### config.mk
export PLATFORM = sky130hd
export DESIGN_NAME = input_port_buffer
export DESIGN_NICKNAME = d
export VERILOG_FILES = /design/src/rtl/input_port_buffer.sv
export SDC_FILE = /design/constraint.sdc
export NUM_CORES = 1
export LEC_CHECK = 0
export CAP_MARGIN = 30
export CORE_ASPECT_RATIO = 1.25
export CORE_MARGIN = 2
export CORE_UTILIZATION = 53
export CTS_CLUSTER_SIZE = 25
export DETAILED_ROUTE_END_ITERATION = 7
export PLACE_DENSITY_LB_ADDON = 0.25
export REMOVE_ABC_BUFFERS = 1
export SYNTH_ARGS = -nofsm -noshare
export SYNTH_HDL_FRONTEND = slang
export SYNTH_SLANG_ARGS = --single-unit
### constraint.sdc
create_clock -name clk -period 2.6 [get_ports clk]
set_input_delay 0.26 -clock clk [delete_from_list [all_inputs] [get_ports clk]]
set_output_delay 0.26 -clock clk [all_outputs]
set_load 0.01 [all_outputs]
### src/rtl/input_port_buffer.sv
// Input port buffer for one port of the 5-port mesh router: flit FIFO, XY route
// computation on head flits and a wormhole request/transfer state machine.
// Optional macro INBUF_ERR_EN adds a write-side packet tracker and a sticky err output.
module input_port_buffer #(
  parameter int unsigned NR    = 5,
  parameter int unsigned FW    = 32,
  parameter int unsigned CW    = 3,
  parameter int unsigned DEPTH = 4,
  parameter int unsigned X_CUR = 0,
  parameter int unsigned Y_CUR = 0
) (
  input  logic          clk,
  input  logic          rst_n,
  input  logic [FW-1:0] in_flit,
  input  logic          in_valid,
  output logic          in_ready,
  output logic [NR-1:0] req,
  input  logic [NR-1:0] grt,
  output logic [FW-1:0] out_flit,
  output logic          out_valid,
  input  logic          out_ready
`ifdef INBUF_ERR_EN
  ,
  output logic          err
`endif
);

  localparam int unsigned AW = $clog2(DEPTH);
  localparam int unsigned PW = AW + 1;

  localparam int unsigned P_LOCAL = 0;
  localparam int unsigned P_NORTH = 1;
  localparam int unsigned P_EAST  = 2;
  localparam int unsigned P_SOUTH = 3;
  localparam int unsigned P_WEST  = 4;

  localparam logic [1:0] T_HEAD     = 2'b10;
  localparam logic [1:0] T_TAIL     = 2'b01;
  localparam logic [1:0] T_HEADTAIL = 2'b11;

  typedef enum logic [1:0] {
    S_IDLE = 2'd0,
    S_REQ  = 2'd1,
    S_XFER = 2'd2
  } state_t;

  state_t          state;
  logic [FW-1:0]   mem [DEPTH];
  logic [PW-1:0]   wr_ptr;
  logic [PW-1:0]   rd_ptr;
  logic            full;
  logic            empty;
  logic            wr_en;
  logic            pop;
  logic            drop;
  logic            xfer;
  logic [FW-1:0]   front;
  logic [1:0]      front_type;
  logic [CW-1:0]   dx;
  logic [CW-1:0]   dy;
  logic [NR-1:0]   route;

  // FIFO status from the wrap-flagged pointers
  always_comb begin
    full  = (wr_ptr[AW-1:0] == rd_ptr[AW-1:0]) && (wr_ptr[AW] != rd_ptr[AW]);
    empty = (wr_ptr == rd_ptr);
  end

  assign in_ready   = ~full;
  assign front      = mem[rd_ptr[AW-1:0]];
  assign out_flit   = front;
  assign front_type = front[FW-1 -: 2];
  assign dx         = front[2*CW-1:CW];
  assign dy         = front[CW-1:0];

  // XY dimension-order route of the flit at the FIFO head
  always_comb begin
    route = '0;
    if (dx > CW'(X_CUR))      route[P_EAST]  = 1'b1;
    else if (dx < CW'(X_CUR)) route[P_WEST]  = 1'b1;
    else if (dy > CW'(Y_CUR)) route[P_NORTH] = 1'b1;
    else if (dy < CW'(Y_CUR)) route[P_SOUTH] = 1'b1;
    else                      route[P_LOCAL] = 1'b1;
  end

  // Output handshake and pop sources: granted transfers and dropped stray flits
  always_comb begin
    out_valid = (state != S_IDLE) && (|(grt & req)) && !empty;
    xfer      = out_valid && out_ready;
    drop      = (state == S_IDLE) && !empty && !front_type[1];
    pop       = xfer || drop;
  end

`ifdef INBUF_ERR_EN
  logic       pkt_open;
  logic       bad;
  logic [1:0] in_type;

  assign in_type = in_flit[FW-1 -: 2];

  // A head must arrive with no packet open; body/tail only inside an open packet
  always_comb begin
    bad   = in_type[1] ? pkt_open : !pkt_open;
    wr_en = in_valid && in_ready && !bad;
  end

  // Write-side packet tracker and sticky error flag
  always_ff @(posedge clk or negedge rst_n) begin
    if (!rst_n) begin
      pkt_open <= 1'b0;
      err      <= 1'b0;
    end else if (in_valid && in_ready) begin
      if (bad)                   err      <= 1'b1;
      else if (in_type[1])       pkt_open <= (in_type == T_HEAD);
      else if (in_type == T_TAIL) pkt_open <= 1'b0;
    end
  end
`else
  assign wr_en = in_valid && in_ready;
`endif

  // FIFO storage, written only when an entry is accepted
  always_ff @(posedge clk) begin
    if (wr_en) mem[wr_ptr[AW-1:0]] <= in_flit;
  end

  // FIFO pointers
  always_ff @(posedge clk or negedge rst_n) begin
    if (!rst_n) begin
      wr_ptr <= '0;
      rd_ptr <= '0;
    end else begin
      if (wr_en) wr_ptr <= wr_ptr + PW'(1);
      if (pop)   rd_ptr <= rd_ptr + PW'(1);
    end
  end

  // Wormhole FSM: request on head, hold through the packet, release after tail
  always_ff @(posedge clk or negedge rst_n) begin
    if (!rst_n) begin
      state <= S_IDLE;
      req   <= '0;
    end else begin
      case (state)
        S_IDLE: begin
          if (!empty && front_type[1]) begin
            req   <= route;
            state <= S_REQ;
          end
        end
        S_REQ: begin
          if (xfer) begin
            if (front_type == T_HEADTAIL) begin
              req   <= '0;
              state <= S_IDLE;
            end else begin
              state <= S_XFER;
            end
          end
        end
        S_XFER: begin
          if (xfer && (front_type == T_TAIL)) begin
            req   <= '0;
            state <= S_IDLE;
          end
        end
        default: begin
          req   <= '0;
          state <= S_IDLE;
        end
      endcase
    end
  end

endmodule

---- Word-level counts from Yosys, hierarchy flattened ----
Memory sizes are Yosys's and may differ from the RTL's.
Cells that the tools add are included.
storage, ports and cells
  register bits ........................... 13
  bits in writable memories ............... 128
  input port bits ......................... 41
  output and inout bits ................... 39
  logic and storage cells ................. 64
  memories kept ........................... 1
cells by class
  add/sub/neg operators ................... 2
  $lt $le $gt $ge ......................... 4
  equal/unequal tests ..................... 11
  muxes and demuxes ....................... 23
  bitwise logic cells ..................... 2
  reductions and logical operators ........ 17
memories
  name  depth  width  rd ports  clocked after Yosys merged registers in  write ports  line  text
  mem   4      32     1         0                                        1            48    logic [FW-1:0] mem [DEPTH];
operators with widths
  cell                                                            number
  2-to-1 mux 5 bit                                                4
  one-hot mux 5 bit (3 select lines)                              1
  2-to-1 mux 2 bit                                                7
  2-to-1 mux 1 bit                                                10
  logical AND 1 bit                                               9
  adder 3 x 1 -> 3 bit (second input constant)                    2
  greater-than comparator 3 x 1 -> 1 bit (second input constant)  2
  < comparator 3 x 1 -> 1 bit (second input constant)             2
  inequality test 2 bit (second input constant)                   3
  one-hot mux 2 bit (3 select lines)                              1
  AND 5 bit                                                       1
  OR reduction 5 bit                                              1
  equality test 2 x 1 -> 1 bit (second input constant)            2
  equality test 2 bit (second input constant)                     2
  AND reduction 4 bit                                             1
  equality test 3 bit                                             1
  AND reduction 3 bit                                             1
  equality test 2 bit                                             1
  logical NOT 1 bit                                               2
  logical NOT 2 bit                                               1
  inequality test 2 x 1 -> 1 bit (second input constant)          1
  nonzero test 2 bit                                              1
  logical OR 1 bit                                                1
  inequality test 1 bit                                           1
  inverter 1 bit                                                  1

---- Logic depth before layout (Yosys ltp) ----
Gate-level depths: netlist (run 1).
  depth in word-level cells ............... 8
  mapped depth ............................ 6
  mapped depth without buffers ............ 5

---- Worst setup path after synthesis (run 1) ----
OpenSTA, ideal clock, no wires.
  path type ............................... reg2reg
  start point ............................. reg rd_ptr[1]
  end point ............................... mem mem[3][0], enable pin
  library setup time ...................... 0.394 ns
  data arrival time ....................... 1.780 ns
  data required time ...................... 2.206 ns
  slack ................................... 0.426 ns
  cell stages (with the launch flop) ...... 5
  buffers on the path ..................... 1
  period minus slack after synthesis ...... 2.174 ns
  cells stage by stage .................... dfrtp_1 -> buf_4 -> xnor2_1 -> nand3b_1 -> and3_1
between the ends
  cells in the longest elaborated chain, start to end .. 6
RTL lines
  element                                 line  text
  start, declared                         50    logic [PW-1:0] rd_ptr;
  start signal, assigned                  134   if (pop) rd_ptr <= rd_ptr + PW'(1);
  equality test 2 bit                     65    full = (wr_ptr[AW-1:0] == rd_ptr[AW-1:0]) && (wr_ptr[AW] != rd_ptr[AW]);
  logical AND 1 bit                       65
  inverter 1 bit                          69    assign in_ready = ~full;
  via in_ready                            16    output logic in_ready,
  logical AND 1 bit                       119   assign wr_en = in_valid && in_ready;
  2-to-1 mux 1 bit                        124   if (wr_en) mem[wr_ptr[AW-1:0]] <= in_flit;
  2-to-1 mux 1 bit (implied by the code)  124
  end, declared                           48
The timed path passes the listed nets, and every way through them passes these cells.

---- Final worst setup path (run 1) ----
  start point ............................. reg rd_ptr[0]
  end point ............................... out out_flit[3]
between the ends
  cells in the longest elaborated chain, start to end .. 1
RTL lines
  element              line  text
  memory (4 x 32 bit)  -
  end, declared        19    output logic [FW-1:0] out_flit,
Every way passes these cells.

==> results of run 1 <==
[cell families after synthesis]
kind of cell,count (synthesis),share of synthesized area
simple gates,24,0.02525
compound gates,8,0.01486
xor+xnor,7,0.01156
mux,35,0.1444
flops,139,0.7766
other cells,1,0.0007070
fa+ha+maj,5,0.01180
buf+inv,15,0.01486
[cell type report]
class                           count  area, um^2
Clock inverter                     15       193.9
Timing Repair Buffer               81       815.8
Clock buffer                       17       425.4
Tap cell                          126       157.7
Sequential cell                   139        4121
Inverter                            5       18.77
Multi-Input combinational cell     81        1115
Fill cell                         566        2811
[Yosys cell counts]
cell type  count  share of area
edfxtp_1     128           0.72
mux4_2        31           0.13
dfrtp_1       11          0.052
and3_1         6         0.0071
xnor2_1        6         0.0099
ha_1           5          0.012
inv_1          5         0.0035
nand2_1        5         0.0035
buf_2          3         0.0028
buf_4          3         0.0042
clkbuf_1       2         0.0014
mux2_4         2         0.0057
nand3_1        2         0.0019
nand3b_1       2         0.0028
nor2_1         2         0.0014
nor3_1         2         0.0019
a222oi_1       1         0.0019
a311oi_2       1         0.0028
a31oi_2        1         0.0024
a32oi_1        1         0.0017
and2_1         1         0.0012
and2_4         1         0.0017
and2b_1        1         0.0014
buf_1          1        0.00071
buf_6          1         0.0021
conb_1         1        0.00071
mux2_2         1         0.0021
mux4_1         1         0.0050
nand2b_1       1         0.0012
nand4_1        1         0.0012
o211ai_2       1         0.0024
o21ai_0        1        0.00094
o22ai_1        1         0.0012
o32ai_1        1         0.0017
xor2_1         1         0.0017
[flip-flops by register name, summed over array words and instances (netlist names)]
name,flops
rd_ptr,3
state,2
mem,128
req,3
wr_ptr,3
[per-layer routing]
metal | part of all wire | vias up | GRT usage
met1 | 0.40 | 1325 | 0.2347
met3 | 0.054 | 4 | 0.05852
met2 | 0.54 | 84 | 0.3089
met4 | 0.0068 | 0 | 0.07941
li1 | - | 1156 | -
met5 | 0 | - | 0
[power breakdown]
group / switching [mW] / internal, mW / total, mW
clock: 0.931 / 1.53 / 2.46
combinational: 1.34 / 1.52 / 2.86
sequential: 0.191 / 3.05 / 3.24
total: 2.46 / 6.09 / 8.56
[timing repair]
item                                   in CTS  in global routing
resized for setup                           0                  2
endpoints found under the hold margin       0                  0
buffers inserted                            0                  2
setup endpoints to repair                   0                 17
[stage by stage]
step | TNS, ns | area (um^2) | std cells | total power [mW]
5_1_grt | 0 | 6848 | 464 | 8.975
3_5_place_dp | 0 | 6206 | 430 | 6.138
3_3_place_gp | 0 | 6206 | 430 | 6.082
6_report | 0 | 6848 | 464 | 8.558
4_1_cts | 0 | 6825 | 462 | 8.643
2_1_floorplan | -94.76 | 5248 | 225 | 4.830
[final timing paths]
check / end / slack [ns] / cells after the start
max in group asynchronous: rd_ptr[1] / 2.03 / 1
min reg2reg: wr_ptr[2] / 0.51 / 1
min in group clk: mem[1][4] / 0.48 / 1
min: state[1] / 0.19 / 1
max reg2reg: mem[3][17] / 0.46 / 3
max: out_flit[3] / 0.10 / 3
==> results.yml, run 1 <==
routing:
  ant_nets: 0
  drt-wirelength-per-cell_um: 20.19
  routed_via_density: 5.537
  dr.first_iter.drc_count: 224
  drt_wl_total_um: 9369
  via_count: 2569
  drc: 0
  drt_first_pass_iters: 5
synth:
  synth_area_mm2: 0.005304
  avgSynthCellArea_um2: 22.67
  synth_seq_cells: 139
  synthDistinctLibCells: 35
  ys_seq_area_frac: 0.7766
  synth_cells: 234
  synth_warnings: 0
final_layout:
  final_util: 0.7089
  antenna_cells: 0
  drive_above_1_share: 0.2426
  nets: 371
  layout_common_cells: "edfxtp_1 (128), clkdlybuf4s50_1 (75), mux4_2 (31)"
  mostFrequentLayoutCell: "edfxtp_1"
  syn2layout_area_growth_pct: 29.11
die:
  die_area_mm2: 0.01083
  dieWidth_um: 93.48
  chipHeight_um: 115.8
  ioPinCount: 80
  num_rows: 40
  core_mm2: 0.009659
  start_util: 0.5491
global_route:
  grt_first_pass_wirelength_um: 14350
  gr-total-overflow: 0
  grt_antenna_before_repair: 0
  grt_usage: 0.1882
  grt_start_max_net_pins: 34
  first_global_vias: 2665
power_and_ir_drop:
  p_per_area_mw_per_mm2: 1250
  leakagePower_nw: 2.327
  peakVddDrop_v: 0.0005884
sta:
  fin_crit_ns: 2.497
  finalClockSkew_ns: 0.007963
  setup_ws_ns: 0.1031
  slew_headroom: 0.4073
  hold_violations: 0
  report.final.slew_viol_count: 0
  fmax_mhz: 400.5
  worst_pin_slew_ns: 0.8890
  min_period_over_period: 0.9603
  rsz0062_at_grt: "false"
  holdWs_ns: 0.1889
  setup_viol_count_final: 0
worst_setup_path:
  crit_arrival_ns: 2.24
  cpPeakStageDelay_ns: 0.62
  crit_required_ns: 2.34
  path_cells: "buf_12 > mux4_1 > clkdlybuf4s50_1"
  critPathLaunch: "rd_ptr[0]"
  cpMaxStageDelayCell: "mux4_1"
  path_delay_family: "buffers and inverters"
  r2r_start: "rd_ptr[2]"
  path_buf_inv: 2
  cp-start-kind: "flip-flop"
  critPathKind: "flip-flop to primary output"
  crit_path_end_kind: "primary output"
  worstPathMaxFanout: 19
cts:
  clk_path_buf_depth: 2
  worstSkewPairLatency_ns: 0.41
  cts_root_buf: "clkbuf_16"
  cts_tree: "built"
  clkTransAtPathRegs_ns: 0.06
  ctsHoldBuffers: 0
  h-tree-depth: 4
  cts_buffers: 17
  cts_sinks: 139
placed_design:
  dp_slack_ns: 0.4160
  globalplace.congestion: 0.6876
  hpwlAfterDp_um: 5362
  numPortBuffers: 75
job:
  drv_cap: 0
worst_hold_path:
  hold_class: "input port to async pin"
outcome:
  status: "completed"
No activity file was read; power rests on OpenSTA's default activity.
==> run 2: changes to the inputs <==
- TNS_END_PERCENT: default -> 50
==> results of run 2 <==
The final DEF is identical to that of run 1; final timing and power are the same.
==> run 3: changes to the inputs <==
- PLACE_DENSITY: default -> 0.78
- PLACE_DENSITY_LB_ADDON: 0.25 -> default
==> run 3 against run 2 <==
  * Power decreased by 2.0%
  * Routed wire length decreased by 2.4%
  * Via count increased by 0.27%
  * Non-clock buffer count unchanged
  * Register-to-register slack got worse by 0.04 ns
  * Sequential share of layout area increased by 0.55 points
  * Die area unchanged
  * Final area decreased by 0.91%
  * Clock skew decreased by 0.0027 ns
  * Fmax increased by 2.1%
  * Critical path type unchanged
  * Critical endpoint is now out_flit[1]
  * Worst setup slack improved by 0.052 ns
  * Sequential power about the same
==> results.yml, run 3 (synthesis gave the netlist of run 1 again) <==
placed_design:
  placed_cells_incl_taps: 430
  numPortBuffers: 75
  globalplace.congestion: 0.7417
  dpl-instance-area_mm2: 0.006206
  hpwlAfterDp_um: 5293
die:
  core_mm2: 0.009659
  dieWidth_um: 93.48
  num_rows: 40
  start_util: 0.5491
  chipHeight_um: 115.8
  die_area_mm2: 0.01083
  ioPinCount: 80
outcome:
  status: "completed"
sta:
  fmax_mhz: 409.1
  fin_crit_ns: 2.445
  setup_viol_count_final: 0
  hold_violations: 0
  slew_headroom: 0.3855
  min_period_over_period: 0.9403
  fin_tns_setup_ns: 0
  finalClockSkew_ns: 0.005283
  rsz0062_at_grt: "false"
  worst_pin_slew_ns: 0.9218
  report.final.slew_viol_count: 0
cts:
  h-tree-depth: 4
  clk_path_buf_depth: 2
  ctsHoldBuffers: 0
  cts.repair.resized: 0
  cts_buffers: 17
  cts_sinks: 139
  clkTransAtPathRegs_ns: 0.06
  cts_root_buf: "clkbuf_16"
  cts_tree: "built"
  worstSkewPairLatency_ns: 0.41
worst_setup_path:
  r2r_start: "rd_ptr[2]"
  critPathKind: "flip-flop to primary output"
  cpPeakStageDelay_ns: 0.55
  cpMaxStageDelayCell: "mux4_2"
  r2r_slack_ns: 0.42
  worstPathMaxFanout: 12
  cp-start-kind: "flip-flop"
  crit_arrival_ns: 2.18
  rr_worst_depth: 3
  crit_required_ns: 2.34
  path_cells: "buf_4 > mux4_2 > clkdlybuf4s50_1"
  crit_path_end_kind: "primary output"
  rr_endpoint: "mem[3][2]"
final_layout:
  drive_above_1_share: 0.2196
  mostFrequentLayoutCell: "edfxtp_1"
  final_util: 0.7025
  fillers: 573
  design_area_mm2: 0.006785
  syn2layout_area_growth_pct: 27.93
  layout_common_cells: "edfxtp_1 (128), clkdlybuf4s50_1 (75), mux4_2 (31)"
  multi_input_area_mm2: 0.001115
  antenna_cells: 0
  seq_area_mm2: 0.004121
  largest_reg_flops: 128
  final_cells: 463
  nets: 371
routing:
  via_count: 2576
  drt-wirelength-per-cell_um: 19.75
  dr.first_iter.drc_count: 162
  drt_wl_total_um: 9143
  ant_nets: 0
  drc: 0
  drt_first_pass_iters: 4
  routed_via_density: 5.564
global_route:
  grt_antenna_before_repair: 0
  gr-total-overflow: 0
  grt_start_max_net_pins: 35
  first_global_vias: 2797
  grt_first_pass_wirelength_um: 14230
  grt_usage: 0.1852
power_and_ir_drop:
  p_per_area_mw_per_mm2: 1236
  peakVddDrop_v: 0.0007210
  leakagePower_nw: 2.306
  p_total_mw: 8.386
job:
  drv_cap: 0
worst_hold_path:
  hold_class: "input port to async pin"
## run 3: cell count changes in the layout (fill, tap and decap cells not counted), sizes merged
cell	delta
inv	-2
clkinvlp	-2
clkbuf	+3
## run 3: repair_timing
item | CTS | global route
pin swaps | 0 | 0
buffers inserted | 0 | 2
endpoints found under the setup margin | 2 | 19
## run 3: layer usage
| metal | routed length, um | GRT usage |
|---|---|---|
| met5 | 0 | 0 |
| met4 | 148 | 0.08137 |
| met3 | 566 | 0.06307 |
| met2 | 4747 | 0.3118 |
| met1 | 3680 | 0.2180 |
## run 3: through the flow
stage | hold WS (ns) | worst slack [ns]
2_1_floorplan | -0.03559 | -0.7400
3_3_place_gp | 0.4791 | 0.4253
3_5_place_dp | 0.4845 | 0.4060
4_1_cts | 0.1966 | -0.003331
5_1_grt | 0.2199 | 0.07075
6_report | 0.1969 | 0.1553
## run 3: where the power goes
part | internal [mW] | total, mW | switching (mW)
Combinational | 1.51 | 2.87 | 1.36
Sequential | 3.05 | 3.22 | 0.172
Clock | 1.48 | 2.29 | 0.812
## run 3: final cells by class
type                       instances  area share
clock buffer                      20     0.06436
clock inverter                    11     0.01881
inverter                           5    0.002766
multi-input combinational         81      0.1643
sequential                       139      0.6074
tap                              126     0.02323
timing repair buffer              81      0.1191
## run 3: critical path, delay by kind of cell (launching register included)
family,cells,cell delay (ns)
multiplexers,1,0.55
buffers and inverters,2,0.80
flip-flops,1,0.42
## run 3: how the worst max path moves through the flow
| stage | from | slack, ns | cells after the start | end |
|---|---|---|---|---|
| after CTS | rd_ptr[0] | -0.003 | 3 | out_flit[1] |
| after floorplan | rd_ptr[0] | -0.74 | 3 | mem[3][0] |
| after global placement | rd_ptr[0] | 0.43 | 5 | req[1] |
| after global routing | rd_ptr[0] | 0.07 | 3 | out_flit[2] |
| after detailed placement | rd_ptr[0] | 0.41 | 5 | req[1] |
| final | rd_ptr[0] | 0.16 | 3 | out_flit[1] |
